--- config.mk ---
export PLATFORM = sky130hd
export DESIGN_NAME = jedro_1_dmem_arbiter
export DESIGN_NICKNAME = d
export VERILOG_FILES = /design/src/rtl/jedro_1_dmem_arbiter.sv
export SDC_FILE = /design/constraint.sdc
export NUM_CORES = 1
export LEC_CHECK = 0
export ABC_AREA = 0
export CAP_MARGIN = 20
export CORE_AREA = 2 2 109 111
export CTS_CLUSTER_DIAMETER = 60
export DETAILED_ROUTE_END_ITERATION = 10
export DIE_AREA = 0 0 111 113
export GPL_TIMING_DRIVEN = 0
export PLACE_DENSITY_LB_ADDON = 0.08
export SYNTH_ARGS = -nofsm -noshare
export SYNTH_HDL_FRONTEND = slang
export SYNTH_SLANG_ARGS = --single-unit
--- constraint.sdc ---
create_clock -name clk_i -period 3.4 [get_ports clk_i]
set_clock_uncertainty 0.2 [all_clocks]
set_input_delay 0.68 -clock clk_i [delete_from_list [all_inputs] [get_ports clk_i]]
set_output_delay 0.68 -clock clk_i [all_outputs]
set_load 0.01 [all_outputs]
--- src/rtl/jedro_1_dmem_arbiter.sv ---
//==============================================================================
// Module : jedro_1_dmem_arbiter
// Brief  : Two-requester arbiter for one data-memory port with a latency-matched
//          read-owner pipeline. Define JEDRO_1_DMEM_ARB_FIXED_PRIO_EN for fixed
//          priority (requester 0 always wins) instead of round-robin.
// Rev    : 1.0
//==============================================================================
`default_nettype none

module jedro_1_dmem_arbiter #(
   parameter int ADDR_WIDTH  = 32,
   parameter int DATA_WIDTH  = 32,
   parameter int MEM_LATENCY = 2
) (
   input  logic                      clk_i,
   input  logic                      rst_i,
   input  logic [1:0]                req_i,
   input  logic [1:0]                we_i,
   input  logic [2*DATA_WIDTH/8-1:0] be_i,
   input  logic [2*ADDR_WIDTH-1:0]   addr_i,
   input  logic [2*DATA_WIDTH-1:0]   wdata_i,
   output logic [1:0]                gnt_o,
   output logic [1:0]                rvalid_o,
   output logic [DATA_WIDTH-1:0]     rdata_o,
   output logic                      mem_en_o,
   output logic [DATA_WIDTH/8-1:0]   mem_we_o,
   output logic [ADDR_WIDTH-1:0]     mem_addr_o,
   output logic [DATA_WIDTH-1:0]     mem_wdata_o,
   input  logic [DATA_WIDTH-1:0]     mem_rdata_i
);

   localparam int BW = DATA_WIDTH / 8;

   logic                   any_req;
   logic                   win_id;
   logic                   win_we;
   logic [BW-1:0]          win_be;
   logic                   rd_issue;
   logic [MEM_LATENCY-1:0] pipe_vld_q, pipe_vld_d;
   logic [MEM_LATENCY-1:0] pipe_id_q,  pipe_id_d;

`ifdef JEDRO_1_DMEM_ARB_FIXED_PRIO_EN
   always_comb begin
      win_id = ~req_i[0];
   end
`else
   logic last_gnt_q;
   logic last_gnt_d;

   // On contention the requester that did not win most recently is served.
   always_comb begin
      win_id = 1'b0;
      case (req_i)
         2'b01:   win_id = 1'b0;
         2'b10:   win_id = 1'b1;
         2'b11:   win_id = ~last_gnt_q;
         default: win_id = 1'b0;
      endcase
   end

   always_comb begin
      last_gnt_d = last_gnt_q;
      if (any_req) begin
         last_gnt_d = win_id;
      end
   end

   always_ff @(posedge clk_i or posedge rst_i) begin
      if (rst_i) begin
         last_gnt_q <= 1'b1;
      end else begin
         last_gnt_q <= last_gnt_d;
      end
   end
`endif

   // Nothing may be granted while reset is asserted, even with requests pending.
   assign any_req = (|req_i) & ~rst_i;

   always_comb begin
      win_we      = win_id ? we_i[1] : we_i[0];
      win_be      = win_id ? be_i[2*BW-1:BW] : be_i[BW-1:0];
      mem_addr_o  = win_id ? addr_i[2*ADDR_WIDTH-1:ADDR_WIDTH] : addr_i[ADDR_WIDTH-1:0];
      mem_wdata_o = win_id ? wdata_i[2*DATA_WIDTH-1:DATA_WIDTH] : wdata_i[DATA_WIDTH-1:0];
      mem_en_o    = any_req;
      mem_we_o    = (any_req && win_we) ? win_be : '0;
      gnt_o       = any_req ? (win_id ? 2'b10 : 2'b01) : 2'b00;
      rd_issue    = any_req & ~win_we;
   end

   always_comb begin
      pipe_vld_d    = pipe_vld_q;
      pipe_id_d     = pipe_id_q;
      for (int i = MEM_LATENCY - 1; i > 0; i--) begin
         pipe_vld_d[i] = pipe_vld_q[i-1];
         pipe_id_d[i]  = pipe_id_q[i-1];
      end
      pipe_vld_d[0] = rd_issue;
      pipe_id_d[0]  = win_id;
   end

   always_ff @(posedge clk_i or posedge rst_i) begin
      if (rst_i) begin
         pipe_vld_q <= '0;
         pipe_id_q  <= '0;
      end else begin
         pipe_vld_q <= pipe_vld_d;
         pipe_id_q  <= pipe_id_d;
      end
   end

   // The tail stage lines up with the cycle the memory presents read data.
   always_comb begin
      rvalid_o = 2'b00;
      rdata_o  = '0;
      if (pipe_vld_q[MEM_LATENCY-1]) begin
         rvalid_o = pipe_id_q[MEM_LATENCY-1] ? 2'b10 : 2'b01;
         rdata_o  = mem_rdata_i;
      end
   end

endmodule

`default_nettype wire
* Word level (Yosys, flattened, before mapping)
Index checks and enable logic that the tools add are counted.
Word-level totals: register bits after elaboration 5, latch bits 0, RAM bits 0, ROM bits 0, input port bits 174, word-level logic and storage cells 23, memories kept 0
Operators by class: $add $sub $neg 0, multipliers 0, div/mod/pow operators 0, order comparisons 0, equal/unequal tests 2, shift-type cells 0, multiplexer cells 11, bitwise operators 5, reductions and logical operators 2
Operators with widths (number):
- 32-bit 2-to-1 mux | 3
- 2-bit 2-to-1 mux | 4
- 4-bit 2-to-1 mux | 2
- 2-bit equality test (second input constant) | 2
- 1-bit inverter | 3
- 1-bit AND | 2
- 1-bit one-hot mux with 2 select lines | 1
- 2-bit OR reduction | 1
- 1-bit logical AND | 1
- 1-bit 2-to-1 mux | 1

* Logic depth before layout (Yosys ltp)
Gate-level depths: netlist (run 1).
word-level depth 5, depth in mapped cells 5, mapped depth without buffers 3

* Worst setup path before layout (run 1)
No wires, ideal clock.
path kind input to output, from input req_i[1], to output mem_addr_o[10], arrival time 1.501 ns, required time 2.520 ns, path slack 1.019 ns, stages 4, cells stage by stage a21boi_2 -> buf_6 -> buf_6 -> mux2_2
On the way: longest elaborated chain between the ends 3
RTL lines:
- from (decl) | RTL line 17 | input logic [1:0] req_i,
- 2-bit equality test | RTL line 53 | case (req_i)
- 1-bit one-hot mux with 2 select lines * | RTL line 53
- 32-bit 2-to-1 mux * | RTL line 83 | mem_addr_o = win_id ? addr_i[2*ADDR_WIDTH-1:ADDR_WIDTH] : addr_i[ADDR_WIDTH-1:0];
- to (decl) | RTL line 27 | output logic [ADDR_WIDTH-1:0] mem_addr_o,
Mark *: on every way between the ends. The rest lies on a longest branch, timed or not.

* Final worst setup path (run 1)
from input req_i[1], to output mem_addr_o[30]
The elaborated chain is that of the path after synthesis.

==> out/results.tsv, run 1 <==
metric	value	unit
Total Wirelength	8380	µm
Max Cap Viol	0	
Routability Congestion	0.795	
number of I/O pins	279	
Core Region	11300	µm²
area of the die	12500	µm²
share of post-route cells with drive strength above 1	19.1	%
Top delay family on crit path	buffers and inverters	
#FFs+latches synth	5	
drt first pass iters	4	
Post-DRT Antenna Nets	0	
area of the multi-input gates	1070	µm²
Reg area	126	µm²
Power Total	907	µW
Vias	2173	
post-route setup slack	0.178	ns
WP buf/inv	4	
Tightest Hold Check Type	reg2reg	
Distinct cells, synth	20	
vias per cell	3.87	
synthesized net count	308	
most frequent cells in the layout	257 x clkdlybuf4s50_1, 64 x mux2_2, 34 x and2_1, 21 x dlygate4sd2_1, 6 x buf_6	
Root Buffer	clkbuf_16	
fin crit share	94.8	%
fin crit period	3.22	ns
total CTS buffers	3	
Initial Util	11.5	%
Worst Setup SP	req_i[1]	
final hold vios	0	
CP required	2.52	ns
outcome	completed	
post-synthesis sequential area ratio	9.74	%
# port buffers	278	
routed length per placed instance	14.9	µm
Tot GR Track Use	12.7	%
most common cell after layout, fill and taps aside	clkdlybuf4s50_1	
die outline height	113	µm
P&R area growth vs syn	234	%
initial antenna violation count	0	
Worst-path clk slew	0.03	ns
worst r2r src	last_gnt_q	
Max clock buf depth	2	
Post-Syn Area per Cell	9.68	µm²
maximum fanout along the worst path	10	
data arrival time of the worst path	2.34	ns
synthesized cell area	1300	µm²
worst min-delay path startpoint	pipe_id_q[0]	
Filler Cells Inserted	1172	
Static Leakage	0.00167	µW
Post-DP HPWL	7460	µm
CP Launch Type	input port	
TritonCTS clock tree	done	
Setup-failing EPs final	0	
Max Clk Rate	310	MHz
total grt overflow	0	
Worst Setup End Kind	output pin	
H-tree levels	1	
actual slew at the worst max-slew pin	0.493	ns
Initial DRC Count	54	
maximum vdd drop	0.101	mV
chip width	111	µm
Max-slew headroom	67.2	%
vias in the first global route	2365	
Yosys Warn Count	0	
ANT cells	0	
cell mode on critical path	buf_6	
NumNets Final	593	
largest net degree at the start of global routing	11	
Sink Count	5	
critical path cell sequence	dlygate4sd2_1 > a21boi_4 > buf_6 > buf_6 > mux2_2 > clkdlybuf4s50_1	
max incr delay on CP	0.51	ns
first-pass GRT wire length	12600	µm
cells after synthesis	134	
Post-route DRC	0	
DP Worst Slack	-0.157	ns
hold buffers post-CTS	0	
critical path type	in2out	
power density over the cells	209	nW/µm²
# rows	39	
Worst path slowest cell	clkdlybuf4s50_1	
RSZ-0062 raised after global routing	no	
worst skew pair latency	0.23	ns
Final Slew Violations	0	
-- synth_stat cells --
library cell | number | area [µm²]
a21boi_2 | 1 | 11.3
buf_2 | 1 | 5.00
buf_6 | 6 | 67.6
inv_1 | 2 | 7.51
and2_1 | 34 | 213
a211oi_1 | 1 | 7.51
a32oi_1 | 1 | 8.76
buf_12 | 1 | 20.0
clkbuf_1 | 3 | 11.3
a21oi_1 | 1 | 5.00
mux2i_1 | 4 | 40.0
dfstp_2 | 1 | 26.3
dfrtp_1 | 4 | 100
o21ai_0 | 1 | 5.00
nand2b_1 | 1 | 6.26
nor2_1 | 1 | 3.75
mux2_2 | 64 | 721
nor2b_1 | 2 | 12.5
a31oi_1 | 1 | 6.26
nor3_1 | 4 | 20.0
-- report_power, final --
part           internal (µW)  switching (µW)  leakage (µW)
sequential              68.2            5.53     0.0000615
combinational            437             201       0.00157
clock                    155            39.2     0.0000382
-- routing by layer --
layer,wire length (µm),global-route usage [%]
met2,4300,23.8
met4,85,2.83
met3,1030,5.68
met1,2960,13.1
met5,0,0
-- timing repair --
action                     in CTS  in global routing
pin swaps                       1                  0
setup endpoints to repair      66                  1
setup buffers                   1                  0
resized for setup              23                  1
gates cloned                    1                  0
-- per-stage QoR --
stage / setup TNS, ns / cell area [µm²] / utilization, % / hold slack [ns] / cells
global placement: -7.66 / 4260 / 37.8 / 0.132 / 555
global route: 0 / 4330 / 38.5 / 0.146 / 561
floorplan: 0 / 1300 / - / 0.131 / 134
detailed placement: -6.70 / 4260 / 37.8 / 0.136 / 555
finish: 0 / 4330 / 38.5 / 0.139 / 561
CTS: 0 / 4330 / 38.5 / 0.140 / 561
-- kinds of logic after synthesis --
group,Yosys count,share of synthesized area [%]
buf+inv,13,8.58
compound gates,6,3.37
mux,68,58.6
simple gates,42,19.7
flops,5,9.74
-- final cells by class --
| type | instances | area share, % |
|---|---|---|
| multi-input combinational | 116 | 24.6 |
| buffer | 11 | 2.40 |
| clock buffer | 4 | 1.82 |
| inverter | 2 | 0.173 |
| timing repair buffer | 280 | 63.9 |
| sequential | 5 | 2.92 |
| tap | 143 | 4.13 |
-- worst reg2reg max path: stages (launching register included) --
cell and delay [ns]:
dfstp_2 0.56, a21boi_4 0.07, buf_4 0.16, buf_12 0.14
a211oi_1 0.22
-- state kept, by name, indices dropped and copies added, names as in the netlist --
| register | flops |
|---|---|
| pipe_id_q | 2 |
| last_gnt_q | 1 |
| pipe_vld_q | 2 |
-- path summary, 6_finish.rpt --
path	to	slack [ns]	cells past startpoint
max in group asynchronous	last_gnt_q	2.14	2
min in group asynchronous	pipe_id_q[1]	0.62	2
worst min register to register	pipe_id_q[1]	0.14	0
worst max register to register	pipe_vld_q[0]	1.94	4
worst min-delay path	pipe_id_q[1]	0.14	0
worst max-delay path	mem_addr_o[30]	0.18	6
No activity file was read; power rests on OpenSTA's default activity.
==> run 2: changes to the inputs <==
--- a/config.mk
+++ b/config.mk
@@ -12,7 +12,7 @@
 export DETAILED_ROUTE_END_ITERATION = 10
 export DIE_AREA = 0 0 111 113
 export GPL_TIMING_DRIVEN = 0
-export PLACE_DENSITY_LB_ADDON = 0.08
+export PLACE_DENSITY = 0.52
 export SYNTH_ARGS = -nofsm -noshare
 export SYNTH_HDL_FRONTEND = slang
 export SYNTH_SLANG_ARGS = --single-unit
==> run 2 against run 1 <==
Hold slack gained 0.00053 ns. Power is 1.9% lower. Cell area is 0.69% higher. Clock power fell by 2%. Register-to-register slack worse by 0.15 ns. Utilization increased by 0.27 points. Combinational power down 2%. Sequential power about the same. Critical endpoint is now gnt_o[0].
==> out/results.tsv, run 2 (synthesized netlist as in run 1, its figures left out) <==
metric	value	unit	change
Initial Util	11.5	%	unchanged
Pint	650	µW	was 661 µW
CP Launch Type	input port		unchanged
reg-to-reg setup timing slack	1.79	ns	was 1.94 ns
drt first pass iters	3		was 4
most frequent cells in the layout	233 x clkdlybuf4s50_1, 64 x mux2_2, 34 x and2_1, 31 x dlygate4sd2_1, 14 x dlymetal6s2s_1		was 257 x clkdlybuf4s50_1, 64 x mux2_2, 34 x and2_1, 21 x dlygate4sd2_1, 6 x buf_6
final hold vios	0		unchanged
Worst path slowest cell	clkdlybuf4s50_1		unchanged
routed length per placed instance	15.0	µm	was 14.9 µm
die outline height	113	µm	unchanged
Filler Cells Inserted	1137		was 1172
Reg power frac	8.3	%	was 8.1%
Routability Congestion	0.814		was 0.795
# port buffers	278		unchanged
hold buffers post-CTS	0		unchanged
outcome	completed		unchanged
Max Clk Rate	311	MHz	was 310 MHz
worst skew pair latency	0.23	ns	about the same
Worst-path clk slew	0.03	ns	about the same
grt met2 use	23.5	%	was 23.8%
RSZ-0062 raised after global routing	no		unchanged
number of I/O pins	279		unchanged
first-pass GRT wire length	12300	µm	was 12600 µm
NumNets Final	594		was 593
met1 GRT Util	13.1	%	about the same
Final Slew Violations	0		unchanged
Sw Ratio	27.0	%	was 27.1%
Max-slew headroom	65.4	%	was 67.2%
Net Sw Power	240	µW	was 246 µW
ANT cells	0		unchanged
Post-route DRC	0		unchanged
Post-Layout Cell Count	562		was 561
Static Leakage	0.00181	µW	was 0.00167 µW
total grt overflow	0		unchanged
P&R area growth vs syn	236	%	was 234%
Post-DP HPWL	7490	µm	was 7460 µm
cell mode on critical path	clkdlybuf4s50_1		was buf_6
reg-to-reg endpoint	pipe_vld_q[0]		unchanged
global routing's busiest layer	met2		unchanged
maximum vdd drop	0.0970	mV	was 0.101 mV
Initial DRC Count	46		was 54
Total Wirelength	8420	µm	was 8380 µm
Tightest Hold Check Type	reg2reg		unchanged
most common cell after layout, fill and taps aside	clkdlybuf4s50_1		unchanged
worst r2r src	last_gnt_q		unchanged
Root Buffer	clkbuf_16		unchanged
Worst Setup SP	rst_i		was req_i[1]
vias in the first global route	2279		was 2365
Core Region	11300	µm²	unchanged
Post-DRT Antenna Nets	0		unchanged
Worst Hold Slack	0.139	ns	about the same
max incr delay on CP	0.60	ns	was 0.51 ns
placed cells	555		unchanged
chip width	111	µm	unchanged
Worst Setup End Kind	output pin		unchanged
Sink Count	5		unchanged
# rows	39		unchanged
Setup-failing EPs final	0		unchanged
Comb pwr share	70.3	%	was 70.4%
CP required	2.52	ns	about the same
share of post-route cells with drive strength above 1	19.3	%	was 19.1%
TritonCTS clock tree	done		unchanged
power density over the cells	204	nW/µm²	was 209 nW/µm²
Vias	2145		was 2173
Largest regs	pipe_id_q: 2 flops, pipe_vld_q: 2 flops, last_gnt_q: 1 flops		unchanged
H-tree levels	1		unchanged
vias per cell	3.82		was 3.87
fin crit period	3.21	ns	was 3.22 ns
maximum fanout along the worst path	9		was 10
actual slew at the worst max-slew pin	0.520	ns	was 0.493 ns
critical path type	in2out		unchanged
Tot GR Track Use	12.5	%	was 12.7%
initial antenna violation count	1		was 0
Max clock buf depth	2		unchanged
critical path cell sequence	clkdlybuf4s50_1 > clkinvlp_4 > o21ai_0 > nor2_1 > clkdlybuf4s50_1		was dlygate4sd2_1 > a21boi_4 > buf_6 > buf_6 > mux2_2 > clkdlybuf4s50_1
largest net degree at the start of global routing	11		unchanged
Clk pwr share	21.5	%	about the same
data arrival time of the worst path	2.33	ns	was 2.34 ns
R2R cell count	5		was 4
Worst Setup EP	gnt_o[0]		was mem_addr_o[30]
GR Util met3	4.93	%	was 5.68%
area of the die	12500	µm²	unchanged
total CTS buffers	3		unchanged
fin crit share	94.4	%	was 94.8%
Max Cap Viol	0		unchanged
-- run 2: changes by cell type in the layout (fill, tap and decap cells not counted), sizes merged --
cell,previous run,this run
buf,10,11
clkdlybuf4s50,257,233
dlygate4sd2,21,31
clkinvlp,0,1
dlymetal6s2s,0,14
inv,2,1
-- run 2: cell type report --
| class | instances | area [µm²] | share of cell area, % |
|---|---|---|---|
| inverters | 2 | 11.3 | 0.258 |
| multi-input cells | 116 | 1060 | 24.3 |
| well taps | 143 | 179 | 4.10 |
| clock buffers | 4 | 78.8 | 1.81 |
| plain buffers | 11 | 108 | 2.47 |
| flip-flops and latches | 5 | 126 | 2.90 |
| repair buffers | 281 | 2800 | 64.2 |
-- run 2: how the worst min path moves through the flow --
stage / slack (ns) / to / cells after the start / startpoint
6_report: 0.14 / pipe_id_q[1] / 0 / pipe_id_q[0]
5_1_grt: 0.15 / pipe_vld_q[1] / 0 / pipe_vld_q[0]
4_1_cts: 0.14 / pipe_id_q[1] / 0 / pipe_id_q[0]
3_5_place_dp: 0.14 / pipe_id_q[1] / 0 / pipe_id_q[0]
3_3_place_gp: 0.13 / pipe_id_q[1] / 0 / pipe_id_q[0]
2_1_floorplan: 0.13 / pipe_id_q[1] / 0 / pipe_id_q[0]
-- run 2: layer usage --
metal  share of wire [%]  wire length, µm
met5                0.15               13
met4                0.89               75
met3                  11              920
met2                  52             4410
met1                  36             3000
-- run 2: repair_timing --
action                     CTS  global route
setup endpoints to repair   62            39
gates resized for setup     31            16
buffers inserted             1             2
pin swaps                    0             1
-- run 2: per-stage QoR --
step	total power, µW	util, %	setup slack (ns)	setup TNS [ns]	cell area [µm²]
finish	890	38.7	0.189	0	4360
floorplan	306	-	1.02	0	1300
global route	942	38.7	0.0234	0	4360
global placement	729	37.8	-0.142	-4.57	4260
detailed placement	728	37.8	-0.198	-5.39	4260
CTS	905	38.2	-0.0991	-2.22	4310
-- run 2: worst max-delay path: cells and delay by family --
kind	cells	cell delay, ns
AO/OA/AOI/OAI	1	0.21
AND/OR/NAND/NOR	1	0.07
buffers and inverters	3	1.37
-- run 2: power groups by stage --
stage | combinational (µW) | clock, µW | sequential, µW
2_1_floorplan | 233 | 0 | 72.4
3_3_place_gp | 655 | 0 | 73.9
3_5_place_dp | 654 | 0 | 74.1
4_1_cts | 635 | 196 | 73.8
5_1_grt | 667 | 199 | 74.8
6_report | 625 | 191 | 73.5
